==> config.mk <==
export PLATFORM = sky130hd
export DESIGN_NAME = uart_boot_loader
export DESIGN_NICKNAME = d
export VERILOG_FILES = /design/src/rtl/uart_boot_pkg.sv /design/src/rtl/uart_rx.sv /design/src/rtl/uart_boot_loader.sv
export SDC_FILE = /design/constraint.sdc
export NUM_CORES = 1
export LEC_CHECK = 0
export BUFFER_PORTS_ARGS = -buffer_cell sky130_fd_sc_hd__buf_2
export CAP_MARGIN = 20
export CORE_MARGIN = 3
export CORE_UTILIZATION = 38
export DETAILED_ROUTE_END_ITERATION = 7
export PLACE_DENSITY = 0.66
export SLEW_MARGIN = 20
export SYNTH_ARGS = -nofsm -noshare
export SYNTH_HDL_FRONTEND = slang
export SYNTH_SLANG_ARGS = --single-unit
==> constraint.sdc <==
create_clock -name clk -period 3.3 [get_ports clk]
set_input_delay 0.495 -clock clk [delete_from_list [all_inputs] [get_ports clk]]
set_output_delay 0.495 -clock clk [all_outputs]
set_load 0.005 [all_outputs]
==> src/rtl/uart_boot_pkg.sv <==
// Shared constants and state types for the UART boot loader.
package uart_boot_pkg;

  localparam logic [7:0] SYNC_BYTE        = 8'hA5;
  localparam int         CLKS_PER_BIT_DEF = 87;  // 10 MHz clock, 115200 baud

  // Loader protocol states.
  typedef enum logic [2:0] {
    IDLE,
    SYNC,
    LEN_LO,
    LEN_HI,
    DATA,
    CHECK,
    DONE,
    ERROR
  } boot_state_t;

  // Serial receiver states.
  typedef enum logic [1:0] {
    RX_IDLE,
    RX_START,
    RX_BITS,
    RX_STOP
  } rx_state_t;

  // The core is held in reset whenever a load is in progress or has failed.
  function automatic logic hold_in(input boot_state_t s);
    return (s != IDLE) && (s != DONE);
  endfunction

endpackage

==> src/rtl/uart_rx.sv <==
// 8N1 UART receiver: two-flop synchroniser, mid-bit sampling,
// glitch rejection on the start bit and framing-error reporting.
module uart_rx
  import uart_boot_pkg::*;
#(
  parameter int CLKS_PER_BIT = CLKS_PER_BIT_DEF
) (
  input  logic       clk,
  input  logic       rst_n,
  input  logic       rx_i,
  output logic [7:0] byte_o,
  output logic       byte_valid_o,
  output logic       frame_err_o
);

  localparam int            CW   = $clog2(CLKS_PER_BIT + 1);
  localparam logic [CW-1:0] HALF = CW'(CLKS_PER_BIT / 2 - 1);
  localparam logic [CW-1:0] FULL = CW'(CLKS_PER_BIT - 1);

  logic [1:0]    r_sync;
  logic          r_prev;
  rx_state_t     r_state;
  logic [CW-1:0] r_cnt;
  logic [2:0]    r_bit;
  logic [7:0]    r_shift;
  logic [7:0]    r_byte;
  logic          r_valid;
  logic          r_ferr;
  logic          w_rx;

  assign w_rx         = r_sync[1];
  assign byte_o       = r_byte;
  assign byte_valid_o = r_valid;
  assign frame_err_o  = r_ferr;

  // Synchronise the line, find the start edge and shift in one frame.
  always_ff @(posedge clk or negedge rst_n) begin
    if (!rst_n) begin
      r_sync  <= 2'b11;
      r_prev  <= 1'b1;
      r_state <= RX_IDLE;
      r_cnt   <= '0;
      r_bit   <= '0;
      r_shift <= '0;
      r_byte  <= '0;
      r_valid <= 1'b0;
      r_ferr  <= 1'b0;
    end else begin
      r_sync  <= {r_sync[0], rx_i};
      r_prev  <= w_rx;
      r_valid <= 1'b0;
      r_ferr  <= 1'b0;
      case (r_state)
        RX_IDLE: begin
          if (r_prev && !w_rx) begin
            r_state <= RX_START;
            r_cnt   <= '0;
          end
        end
        RX_START: begin
          if (r_cnt == HALF) begin
            r_cnt <= '0;
            r_bit <= '0;
            // A start bit that has gone high again by mid-bit was noise.
            r_state <= w_rx ? RX_IDLE : RX_BITS;
          end else begin
            r_cnt <= r_cnt + 1'b1;
          end
        end
        RX_BITS: begin
          if (r_cnt == FULL) begin
            r_cnt   <= '0;
            r_shift <= {w_rx, r_shift[7:1]};
            if (r_bit == 3'd7) r_state <= RX_STOP;
            r_bit <= r_bit + 3'd1;
          end else begin
            r_cnt <= r_cnt + 1'b1;
          end
        end
        RX_STOP: begin
          if (r_cnt == FULL) begin
            r_cnt   <= '0;
            r_state <= RX_IDLE;
            if (w_rx) begin
              r_byte  <= r_shift;
              r_valid <= 1'b1;
            end else begin
              r_ferr <= 1'b1;
            end
          end else begin
            r_cnt <= r_cnt + 1'b1;
          end
        end
        default: r_state <= RX_IDLE;
      endcase
    end
  end

endmodule

==> src/rtl/uart_boot_loader.sv <==
// UART boot loader: receives a framed program image and writes it word by
// word into the core's program memory while holding the core in reset.
module uart_boot_loader
  import uart_boot_pkg::*;
#(
  parameter int CLKS_PER_BIT = CLKS_PER_BIT_DEF,
  parameter int ADDR_W       = 10
) (
  input  logic              clk,
  input  logic              rst_n,
  input  logic              boot_i,
  input  logic              uart_rx_i,
  output logic              mem_valid_o,
  input  logic              mem_ready_i,
  output logic [ADDR_W-1:0] mem_addr_o,
  output logic [31:0]       mem_wdata_o,
  output logic              core_hold_o,
  output logic              done_o,
  output logic              err_o
);

  localparam logic [16:0] MAX_WORDS = 17'(1) << ADDR_W;

  boot_state_t       r_state;
  boot_state_t       w_state_nxt;
  logic              r_core_hold;
  logic              r_done;
  logic              r_err;
  logic [15:0]       r_len;
  logic [15:0]       r_word_cnt;
  logic [15:0]       r_acc_cnt;
  logic [1:0]        r_byte_idx;
  logic [23:0]       r_shift;
  logic [7:0]        r_chk;
  logic              r_mem_valid;
  logic [ADDR_W-1:0] r_mem_addr;
  logic [31:0]       r_mem_wdata;

  logic [7:0]        w_byte;
  logic              w_byte_vld;
  logic              w_frame_err;
  logic              w_busy;
  logic              w_abort;
  logic              w_rx_byte;
  logic              w_mem_valid;
  logic              w_accept;
  logic              w_data_byte;
  logic              w_word_done;
  logic              w_overrun;
  logic              w_last_accept;
  logic [15:0]       w_len_nxt;

  uart_rx #(
    .CLKS_PER_BIT(CLKS_PER_BIT)
  ) u_rx (
    .clk         (clk),
    .rst_n       (rst_n),
    .rx_i        (uart_rx_i),
    .byte_o      (w_byte),
    .byte_valid_o(w_byte_vld),
    .frame_err_o (w_frame_err)
  );

  // Dropping boot_i mid-load kills any pending write in the same cycle and
  // any byte that lands in that cycle.
  assign w_busy        = (r_state != IDLE) && (r_state != DONE) && (r_state != ERROR);
  assign w_abort       = w_busy && !boot_i;
  assign w_rx_byte     = w_byte_vld && !w_abort;
  assign w_mem_valid   = r_mem_valid && !w_abort;
  assign w_accept      = w_mem_valid && mem_ready_i;
  assign w_data_byte   = (r_state == DATA) && w_rx_byte && (r_word_cnt != r_len);
  assign w_word_done   = w_data_byte && (r_byte_idx == 2'd3);
  // A second word completing before the first is taken, or any byte
  // arriving once all words are in, would otherwise be lost.
  assign w_overrun     = (w_word_done && r_mem_valid && !mem_ready_i) ||
                         ((r_state == DATA) && w_rx_byte && (r_word_cnt == r_len));
  assign w_last_accept = (r_state == DATA) && w_accept && (r_acc_cnt == r_len - 16'd1);
  assign w_len_nxt     = {w_byte, r_len[7:0]};

  assign mem_valid_o = w_mem_valid;
  assign mem_addr_o  = r_mem_addr;
  assign mem_wdata_o = r_mem_wdata;
  assign core_hold_o = r_core_hold;
  assign done_o      = r_done;
  assign err_o       = r_err;

  // Next-state decode for the protocol FSM.
  always_comb begin
    w_state_nxt = r_state;
    if (w_abort) begin
      w_state_nxt = IDLE;
    end else begin
      case (r_state)
        IDLE:   if (boot_i) w_state_nxt = SYNC;
        SYNC: begin
          if (w_frame_err)                            w_state_nxt = ERROR;
          else if (w_rx_byte && w_byte == SYNC_BYTE)  w_state_nxt = LEN_LO;
        end
        LEN_LO: begin
          if (w_frame_err)    w_state_nxt = ERROR;
          else if (w_rx_byte) w_state_nxt = LEN_HI;
        end
        LEN_HI: begin
          if (w_frame_err) begin
            w_state_nxt = ERROR;
          end else if (w_rx_byte) begin
            if ({1'b0, w_len_nxt} > MAX_WORDS) w_state_nxt = ERROR;
            else if (w_len_nxt == 16'd0)       w_state_nxt = CHECK;
            else                               w_state_nxt = DATA;
          end
        end
        DATA: begin
          if (w_frame_err || w_overrun) w_state_nxt = ERROR;
          else if (w_last_accept)       w_state_nxt = CHECK;
        end
        CHECK: begin
          if (w_frame_err)    w_state_nxt = ERROR;
          else if (w_rx_byte) w_state_nxt = (w_byte == r_chk) ? DONE : ERROR;
        end
        DONE, ERROR: if (!boot_i) w_state_nxt = IDLE;
        default: w_state_nxt = IDLE;
      endcase
    end
  end

  // State register with registered status outputs.
  always_ff @(posedge clk or negedge rst_n) begin
    if (!rst_n) begin
      r_state     <= IDLE;
      r_core_hold <= 1'b0;
      r_done      <= 1'b0;
      r_err       <= 1'b0;
    end else begin
      r_state     <= w_state_nxt;
      r_core_hold <= hold_in(w_state_nxt);
      r_done      <= (w_state_nxt == DONE);
      r_err       <= (w_state_nxt == ERROR);
    end
  end

  // Length capture, word assembly, checksum and the one-word write buffer.
  always_ff @(posedge clk or negedge rst_n) begin
    if (!rst_n) begin
      r_len       <= '0;
      r_word_cnt  <= '0;
      r_acc_cnt   <= '0;
      r_byte_idx  <= '0;
      r_shift     <= '0;
      r_chk       <= '0;
      r_mem_valid <= 1'b0;
      r_mem_addr  <= '0;
      r_mem_wdata <= '0;
    end else if (r_state == IDLE || w_abort) begin
      r_len       <= '0;
      r_word_cnt  <= '0;
      r_acc_cnt   <= '0;
      r_byte_idx  <= '0;
      r_chk       <= '0;
      r_mem_valid <= 1'b0;
    end else begin
      if (r_state == LEN_LO && w_rx_byte) r_len[7:0]  <= w_byte;
      if (r_state == LEN_HI && w_rx_byte) r_len[15:8] <= w_byte;
      if (w_data_byte) begin
        r_chk      <= r_chk ^ w_byte;
        r_byte_idx <= r_byte_idx + 2'd1;
        r_shift    <= {w_byte, r_shift[23:8]};
      end
      if (w_accept) begin
        r_acc_cnt   <= r_acc_cnt + 16'd1;
        r_mem_valid <= 1'b0;
      end
      // Bytes arrive LSB first, so the fourth byte lands on top.
      if (w_word_done) begin
        r_mem_valid <= 1'b1;
        r_mem_addr  <= r_word_cnt[ADDR_W-1:0];
        r_mem_wdata <= {w_byte, r_shift};
        r_word_cnt  <= r_word_cnt + 16'd1;
      end
      if (w_state_nxt == ERROR) r_mem_valid <= 1'b0;
    end
  end

endmodule
* Yosys cells after proc, flatten, opt, wreduce, memory -nomap -nowiden
Cells that the tools add are included.
W data, S select, Z words.
** Storage, ports and cells
- Bits in registers :: 164
- Latch bits :: 0
- RAM bits :: 0
- ROM bits :: 0
- Bits of input ports :: 5
- Output and inout bits :: 46
- Word-level logic and storage cells :: 159
- Memories kept :: 0
** Operators by class
- Add/sub/neg operators :: 6
- Multiply operators :: 0
- Div/mod/pow operators :: 0
- Magnitude comparators :: 1
- Equality and inequality tests :: 29
- Shifts and indexed selects :: 0
- Mux-type cells :: 52
- Bitwise logic cells :: 2
- Reduce and logical (&&, ||, !) cells :: 46
** Operators with widths (count)
- $mux W16 :: 5
- $mux W3 :: 15
- $add A16 B1 Y16 const B :: 2
- $eq A16 B16 Y1 :: 2
- $mux W8 :: 4
- $eq A3 B3 Y1 const B :: 7
- $mux W7 :: 3
- $pmux W3 S7 :: 1
- $pmux W7 S3 :: 1
- $logic_and A1 B1 Y1 :: 19
- $mux W2 :: 9
- $gt A16 B11 Y1 const B :: 1
- $logic_not A16 Y1 :: 1
- $ne A16 B16 Y1 :: 1
- $sub A16 B1 Y16 const B :: 1
- $mux W1 :: 12
- $reduce_bool A2 Y1 :: 6
- $ne A2 B1 Y1 const B :: 5
- $ne A3 B3 Y1 const B :: 3
- $eq A8 B8 Y1 :: 1
- $eq A8 B8 Y1 const B :: 1
- $pmux W2 S4 :: 1
- $xor A8 B8 Y8 :: 1
- $add A7 B1 Y7 const B :: 1
- other kinds (20) :: 33

* Depth between registers and ports, before layout
Gate-level depths: netlist of run 1.
- Depth after elaboration :: 19
- Gate-level depth with buffers :: 11
- Depth with buffers taken out :: 9

* Hierarchy
A second synthesis of run 1 with hierarchy kept.
** Unflattened totals
- Cell total of the unflattened synthesis :: 828
- Area, all modules :: 7813.7 sq um
** By module, submodules not included
- uart_boot_loader :: times used 1, cells an instance 711, area each 6366.1 sq um, sequential area each 3278.1 sq um
- uart_rx :: times used 1, cells an instance 117, area each 1447.6 sq um, sequential area each 829.5 sq um

* Least setup slack after synthesis of run 1
Ideal clock, no wire load.
- Path kind :: reg-to-reg
- Start :: register r_len[0]
- End :: register r_mem_valid
- Setup time :: 94 ps
- Arrival time :: 2960 ps
- Required time :: 3206 ps
- Setup slack :: 246 ps
- Stages on the path, launching flop included :: 12
- Buffers on the path :: 2
- Period minus slack after synthesis :: 3054 ps
- Cells stage by stage :: dfrtp_1 -> clkbuf_1 -> inv_1 -> ha_1 -> or4b_1 -> buf_6 -> or4_4 -> a2111oi_4 -> nand3b_1 -> a32oi_2 -> nor2_2 -> a221oi_2
** Between the ends
- Longest elaborated chain between the ends :: 13
- Elaborated cells between the ends (all ways) :: 27
** Ends and longest elaborated chain
- start: declaration :: RTL line uart_boot_loader.sv:29 : logic [15:0] r_len;
- start signal: assignment :: RTL line uart_boot_loader.sv:161 : if (r_state == LEN_LO && w_rx_byte) r_len[7:0] <= w_byte;
- branches (longest 13 deep; another with $sub A16 B1 Y16)
- end signal: assignment :: RTL line uart_boot_loader.sv:150 : r_mem_valid <= 1'b0;
- end signal: assignment :: RTL line uart_boot_loader.sv:159 : r_mem_valid <= 1'b0;
- end signal: assignment :: RTL line uart_boot_loader.sv:179 : if (w_state_nxt == ERROR) r_mem_valid <= 1'b0;
- end: declaration :: RTL line uart_boot_loader.sv:35 : logic r_mem_valid;
Several ways; the timed one is not identified.
A chain may end at the register's enable or synchronous reset.

* Worst setup path in the final report of run 1
Ends and elaborated chain as after synthesis.

==> results of run 1 <==
-- layer usage --
metal  vias to the layer above  global-route usage
met2                        91              0.2483
met4                         0             0.04117
met3                        14             0.03040
met5                         -                   0
met1                      2763              0.2084
li1                       2687                   -
-- stage by stage --
step	util	cell area, um2	cells	hold WS, ns	total power [mW]
final	0.4482	9128	1067	0.1637	4.372
after global routing	0.4482	9128	1067	0.1497	4.575
after CTS	0.4478	9120	1067	0.1418	4.434
after detailed placement	0.4171	8494	1034	0.3488	2.438
after global placement	0.4171	8494	1034	0.3458	2.433
after floorplan	-	7935	741	0.1994	2.330
-- cell type report --
class | count | share of cell area
Clock buffer | 17 | 0.04661
Tap cell | 270 | 0.03701
Inverter | 26 | 0.01069
Sequential cell | 164 | 0.4500
Multi-Input combinational cell | 507 | 0.3903
Timing Repair Buffer | 68 | 0.04455
Clock inverter | 15 | 0.02084
-- logic make-up after synthesis --
logic type | count (synthesis) | share of synthesized area
flops | 164 | 0.5177
simple gates | 227 | 0.1435
xor+xnor | 69 | 0.07616
mux | 71 | 0.1001
buf+inv | 70 | 0.03516
compound gates | 128 | 0.1085
fa+ha+maj | 12 | 0.01892
-- worst paths after layout --
check / from / endpoint / slack (ns) / cells after the start
setup / recovery: r_len[0] / r_mem_valid / 0.26 / 9
hold / removal: uart_rx_i / u_rx.r_sync[0] / 0.16 / 1
setup reg to reg: r_len[0] / r_mem_valid / 0.26 / 9
hold reg to reg: u_rx.r_sync[0] / u_rx.r_sync[1] / 0.36 / 0
max in group asynchronous: rst_n / mem_wdata_o[8] / 1.94 / 3
min in group asynchronous: rst_n / r_acc_cnt[14] / 0.54 / 2
-- sequential cells by signal, summed over array words and instances, names as in the netlist, named ones only --
| register | flops |
|---|---|
| r_state | 3 |
| core_hold_o | 1 |
| r_mem_valid | 1 |
| u_rx.r_bit | 3 |
| r_word_cnt | 16 |
| r_len | 16 |
| done_o | 1 |
| u_rx.r_state | 1 |
| r_byte_idx | 2 |
| u_rx.r_cnt | 7 |
| err_o | 1 |
| r_shift | 24 |
| mem_addr_o | 10 |
| u_rx.frame_err_o | 1 |
| u_rx.r_sync | 2 |
| u_rx.byte_o | 8 |
| u_rx.r_shift | 8 |
| r_acc_cnt | 16 |
| u_rx.byte_valid_o | 1 |
| mem_wdata_o | 32 |
| r_chk | 8 |
| u_rx.r_prev | 1 |
-- worst register-to-register path, delay by kind of cell (launching register included) --
kind / cells / cell delay (ns)
AO/OA/AOI/OAI: 3 / 0.92
adder cells (fa/ha/maj): 1 / 0.25
AND/OR/NAND/NOR: 4 / 1.24
flip-flops: 1 / 0.46
buffers and inverters: 1 / 0.09
-- layout by cell type (no fill, tap or decap), drive strengths merged, types with 3 or more instances in the layout --
cell type / Yosys / layout
xnor2: 31 / 31
inv: 26 / 31
nand3b: 3 / 3
a22o: 16 / 16
nor4: 13 / 13
nand3: 27 / 27
clkbuf: 32 / 17
and3: 12 / 12
dfstp: 3 / 3
xor2: 38 / 38
o31ai: 4 / 4
o21ai: 61 / 61
mux2: 67 / 67
nand2: 57 / 57
nor3: 19 / 19
o211ai: 6 / 6
ha: 12 / 12
a31oi: 3 / 3
mux2i: 4 / 4
buf: 12 / 67
nor2: 50 / 50
nor2b: 14 / 14
nand2b: 6 / 6
nand4: 3 / 3
clkinv: 0 / 9
dfrtp: 161 / 161
or3: 6 / 6
a21oi: 11 / 11
nor3b: 3 / 3
a21o: 3 / 3
-- power groups by stage --
| stage | clock network, mW | logic (mW) | registers (mW) |
|---|---|---|---|
| 2_1_floorplan | 0 | 0.212 | 2.12 |
| 3_3_place_gp | 0 | 0.306 | 2.13 |
| 3_5_place_dp | 0 | 0.309 | 2.13 |
| 4_1_cts | 2.03 | 0.315 | 2.09 |
| 5_1_grt | 2.11 | 0.363 | 2.10 |
| 6_report | 1.97 | 0.307 | 2.09 |
-- what timing repair did --
| action | in CTS | in global routing |
|---|---|---|
| endpoints found under the setup margin | 0 | 1 |
| gates resized for setup | 0 | 1 |
| hold buffers | 1 | 0 |
| hold endpoints to repair | 34 | 0 |
==> impl_metrics.toml, run 1 <==
[pwr]
power.leakage_nw = 4.451
clkPwrFrac = 0.452
p_seq_frac = 0.478
switchingPower_mw = 1.191
combPwrFrac = 0.070
p_sw_frac = 0.2724
cellPowerDensity_nw_per_um2 = 478.9
internal_power_mw = 3.181
peakVddDrop_uv = 388.6

[sta]
fin_skew_ns = 0.01572
drv_slew = 0
tightest_slew_ns = 0.6731
final-setup-viol-count = 0
setup_ws_ns = 0.2618
hold_violations = 0
tns_ns = 0
post-route-min-period_ns = 3.038
fin_crit_sh = 0.9207
rsz0062_at_grt = "no"
slew_headroom = 0.5450
clock.fmax_mhz = 329.1

[floorplan]
coreArea_um2 = 20360
die_area_um2 = 22650
initial_core_util = 0.3897
die_y_um = 150.5
rows = 52
fp.dieW_um = 150.5
io-pin-count = 51

[global_routing]
grt_pass1_wl_um = 27680
gr-total-overflow = 0
grt_util_all_layers = 0.1525
grt_max_degree = 57
antenna_found_initial = 0
grt_pass1_vias = 5367

[final_layout]
diodes = 0
fill_cells = 1908
multi_input_area_um2 = 3562
syn2layout_area_growth_pct = 15.03
seqCellArea_um2 = 4108
drive_gt1_frac = 0.2296
nNetsFinal = 801

[worst_setup_path]
cp-start-kind = "flop"
crit_slowest_cell = "or4_4"
critical_path_required_ns = 3.63
path_cells = "inv_1, ha_2, or4b_1, or4_4, a2111oi_4, nand3b_1, a32oi_2, nor2_2, a221oi_2"
path_delay_family = "simple AND/OR/NAND/NOR gates"
critPathKind = "reg -> reg"
crit_path_max_fanout = 7
cp-end-kind = "flop"
cp.arrival_ns = 3.37
critPathMaxStageDelay_ns = 0.53
path_buf_inv = 1

[drt]
route.detailed.drc = 0
met3WireLength_um = 547
firstDrtPassIters = 4
wl_met2_um = 8059
vias = 5555
vias_per_cell = 5.206
routed_wl_um = 16560
wirelength_met1_um = 7776
wire_per_inst_um = 15.52
topRoutingLayerUsed = "met4"
drt_iter0_drc = 351
postRouteAntennaNets = 0

[clock_network]
cts_num_sinks = 164
path_clk_slew_ns = 0.07
cts.htree.levels = 4
cts_root_buf = "clkbuf_16"
tritoncts = "yes"
post_cts_buffers = 0
clk_latency_ns = 0.43
cts_made_buffers = 17
clk_path_buf_depth = 2

[place]
hpwl_um = 11350
gp_congestion = 0.8576
numPortBuffers = 50
dp_slack_ns = 0.2482

[min_path]
hold_path_class = "in -> reg"

[synth]
netlist-cell-type-count = 65
synthArstFlopShare = 1.000
synthDominantCellAreaShare = 0.5077
syn_nets = 758
postSynthAreaPerCell_um2 = 10.71
seq_area_frac_synth = 0.5177
synth.cell_area_um2 = 7935
synth_edf_count = 0
synth_commonest_cells = "dfrtp_1, mux2_2, o21ai_0"
yosys_warnings = 0
yosysMostFrequentCell = "dfrtp_1"
yosys-top-cells-area = "dfrtp_1, mux2_2, xor2_1, o21ai_0, xnor2_1"
ys_ff_latch = 164
synth.largest_area_cell = "dfrtp_1"
synthFlopType = "dfrtp_1"
synth_cells = 741

[job]
drv_cap = 0

[status]
status = "finished clean"
(Power assumes the default switching activity.)
==> inputs of run 2 (changes only) <==
--- a/config.mk
+++ b/config.mk
@@ -8,9 +8,10 @@
 export BUFFER_PORTS_ARGS = -buffer_cell sky130_fd_sc_hd__buf_2
 export CAP_MARGIN = 20
 export CORE_MARGIN = 3
-export CORE_UTILIZATION = 38
+export CORE_UTILIZATION = 55
 export DETAILED_ROUTE_END_ITERATION = 7
-export PLACE_DENSITY = 0.66
+export PLACE_DENSITY = 0.85
+export RECOVER_POWER = 100
 export SLEW_MARGIN = 20
 export SYNTH_ARGS = -nofsm -noshare
 export SYNTH_HDL_FRONTEND = slang
==> run 2 against run 1 <==
Compared with the run above:
- the flow now finishes with violations (max-capacitance violations, max-slew violations)
- clock skew decreased by 0.0035 ns
- die area decreased by 30%
- routed wire length increased by 5.8%
- via count increased by 6.5%
- utilization increased by 19 points
- combinational power about the same
- power decreased by 0.74%
- first-iteration DRC count increased by 56%
- critical endpoint unchanged
- largest cell class unchanged
- largest power group unchanged
==> impl_metrics.toml, run 2 (synthesis gave the netlist of run 1 again) <==
[worst_setup_path]
cp-end-kind = "flop"
cp.arrival_ns = 3.41
critPathKind = "reg -> reg"
critical_path_required_ns = 3.63
crit_path_max_fanout = 7
cp-start-kind = "flop"

[drt]
topRoutingLayerUsed = "met4"
met3WireLength_um = 1017
drt_iter0_drc = 546
route.detailed.drc = 0
vias_per_cell = 6.072
postRouteAntennaNets = 0
wl_met2_um = 8872
vias = 5914
routed_wl_um = 17520
firstDrtPassIters = 5
wirelength_met1_um = 7206
wire_per_inst_um = 17.99

[sta]
fin_crit_sh = 0.9327
post-route-min-period_ns = 3.078
rsz0062_at_grt = "no"
tightest_slew_ns = 1.855
tns_ns = 0
slew_headroom = -0.2369
clock.fmax_mhz = 324.9
fin_skew_ns = 0.01223
drv_slew = 76
final-setup-viol-count = 0
hold_violations = 0

[clock_network]
postCtsHoldBufs = 0
cts_root_buf = "clkbuf_16"
cts_num_sinks = 164
clk_path_buf_depth = 2
tritoncts = "yes"
cts.htree.levels = 4
path_clk_slew_ns = 0.07
cts_made_buffers = 17
clk_latency_ns = 0.43

[final_layout]
syn2layout_area_growth_pct = 11.92
diodes = 0
largest_reg_flops = 32
final_area_um2 = 8881
nNetsFinal = 798
layout.cells.non_filler = 974
utilization = 0.6349
drive_gt1_frac = 0.1927
final_common_cell = "dfrtp_1"
final_cell_mix = "dfrtp_1, mux2_2, o21ai_0, nand2_1, nor2_1"

[global_routing]
grt_max_degree = 76
grt_pass1_wl_um = 29930
grt_pass1_vias = 5963
grt_util_all_layers = 0.2315
antenna_found_initial = 0
gr-total-overflow = 0

[min_path]
hold_path_class = "in -> reg"

[floorplan]
io-pin-count = 51
die_area_um2 = 15910
die_y_um = 126.1
rows = 43
coreArea_um2 = 13990
fp.dieW_um = 126.1
initial_core_util = 0.5673

[status]
status = "complete, but fails checks"
failed_checks = "max-capacitance violations, max-slew violations"

[place]
gp_congestion = 0.9087
place_area_um2 = 8379
numPortBuffers = 50
hpwl_um = 11370
dp.cells = 942

[pwr]
cellPowerDensity_nw_per_um2 = 488.6
combPwrFrac = 0.071
peakVddDrop_uv = 641.3
clkPwrFrac = 0.447
switchingPower_mw = 1.177
p_sw_frac = 0.2712
internal_power_mw = 3.162
p_seq_frac = 0.483
power.leakage_nw = 4.316

[job]
drv_cap = 1
-- run 2: layer usage --
| layer | up-vias | global-route usage |
|---|---|---|
| li1 | 2687 | - |
| met1 | 2953 | 0.2943 |
| met2 | 220 | 0.3834 |
| met3 | 54 | 0.05513 |
| met4 | 0 | 0.09338 |
| met5 | - | 0 |
-- run 2: through the flow --
stage,power [mW],hold slack [ns],setup slack (ns)
2_1_floorplan,2.330,0.1994,0.2463
3_3_place_gp,2.422,0.3456,0.3388
3_5_place_dp,2.436,0.3473,0.2284
4_1_cts,4.360,0.1097,0.2077
5_1_grt,4.514,0.1425,0.01262
6_report,4.339,0.1574,0.2220
-- run 2: final cells by class --
| type | instances | area [um2] |
|---|---|---|
| Clock buffer | 17 | 425.4 |
| Clock inverter | 15 | 165.2 |
| Fill cell | 1049 | 5107 |
| Inverter | 26 | 97.59 |
| Multi-Input combinational cell | 507 | 3557 |
| Sequential cell | 164 | 4108 |
| Tap cell | 180 | 225.2 |
| Timing Repair Buffer | 65 | 302.8 |
-- run 2: repair_timing --
| action | 4_1_cts | 5_1_grt |
|---|---|---|
| resized for setup | 0 | 1 |
| setup endpoints to repair | 0 | 1 |
| buffers inserted | 0 | 0 |
-- run 2: worst max-delay path: stages (launching register included) --
cell and delay [ns]:
dfrtp_1 0.45, inv_1 0.09, ha_2 0.24, or4b_1 0.48, or4_4 0.53, a2111oi_4 0.38
nand3b_1 0.15, a32oi_2 0.31, nor2_2 0.09, a221oi_2 0.27
-- run 2: worst paths after layout --
check                                        to  slack [ns]  cells after the start      startpoint
worst min register to register   u_rx.r_sync[1]        0.36                      0  u_rx.r_sync[0]
min in group asynchronous         r_acc_cnt[11]        0.54                      1           rst_n
max in group asynchronous       mem_wdata_o[27]        0.85                      2           rst_n
worst max register to register      r_mem_valid        0.22                      9        r_len[0]
worst max-delay path                r_mem_valid        0.22                      9        r_len[0]
worst min-delay path             u_rx.r_sync[0]        0.16                      1       uart_rx_i
-- run 2: power groups by stage --
stage / Combinational [mW] / Clock [mW] / Sequential (mW)
floorplan: 0.212 / 0 / 2.12
global placement: 0.296 / 0 / 2.13
detailed placement: 0.307 / 0 / 2.13
CTS: 0.313 / 1.95 / 2.09
global route: 0.364 / 2.05 / 2.10
finish: 0.306 / 1.94 / 2.09
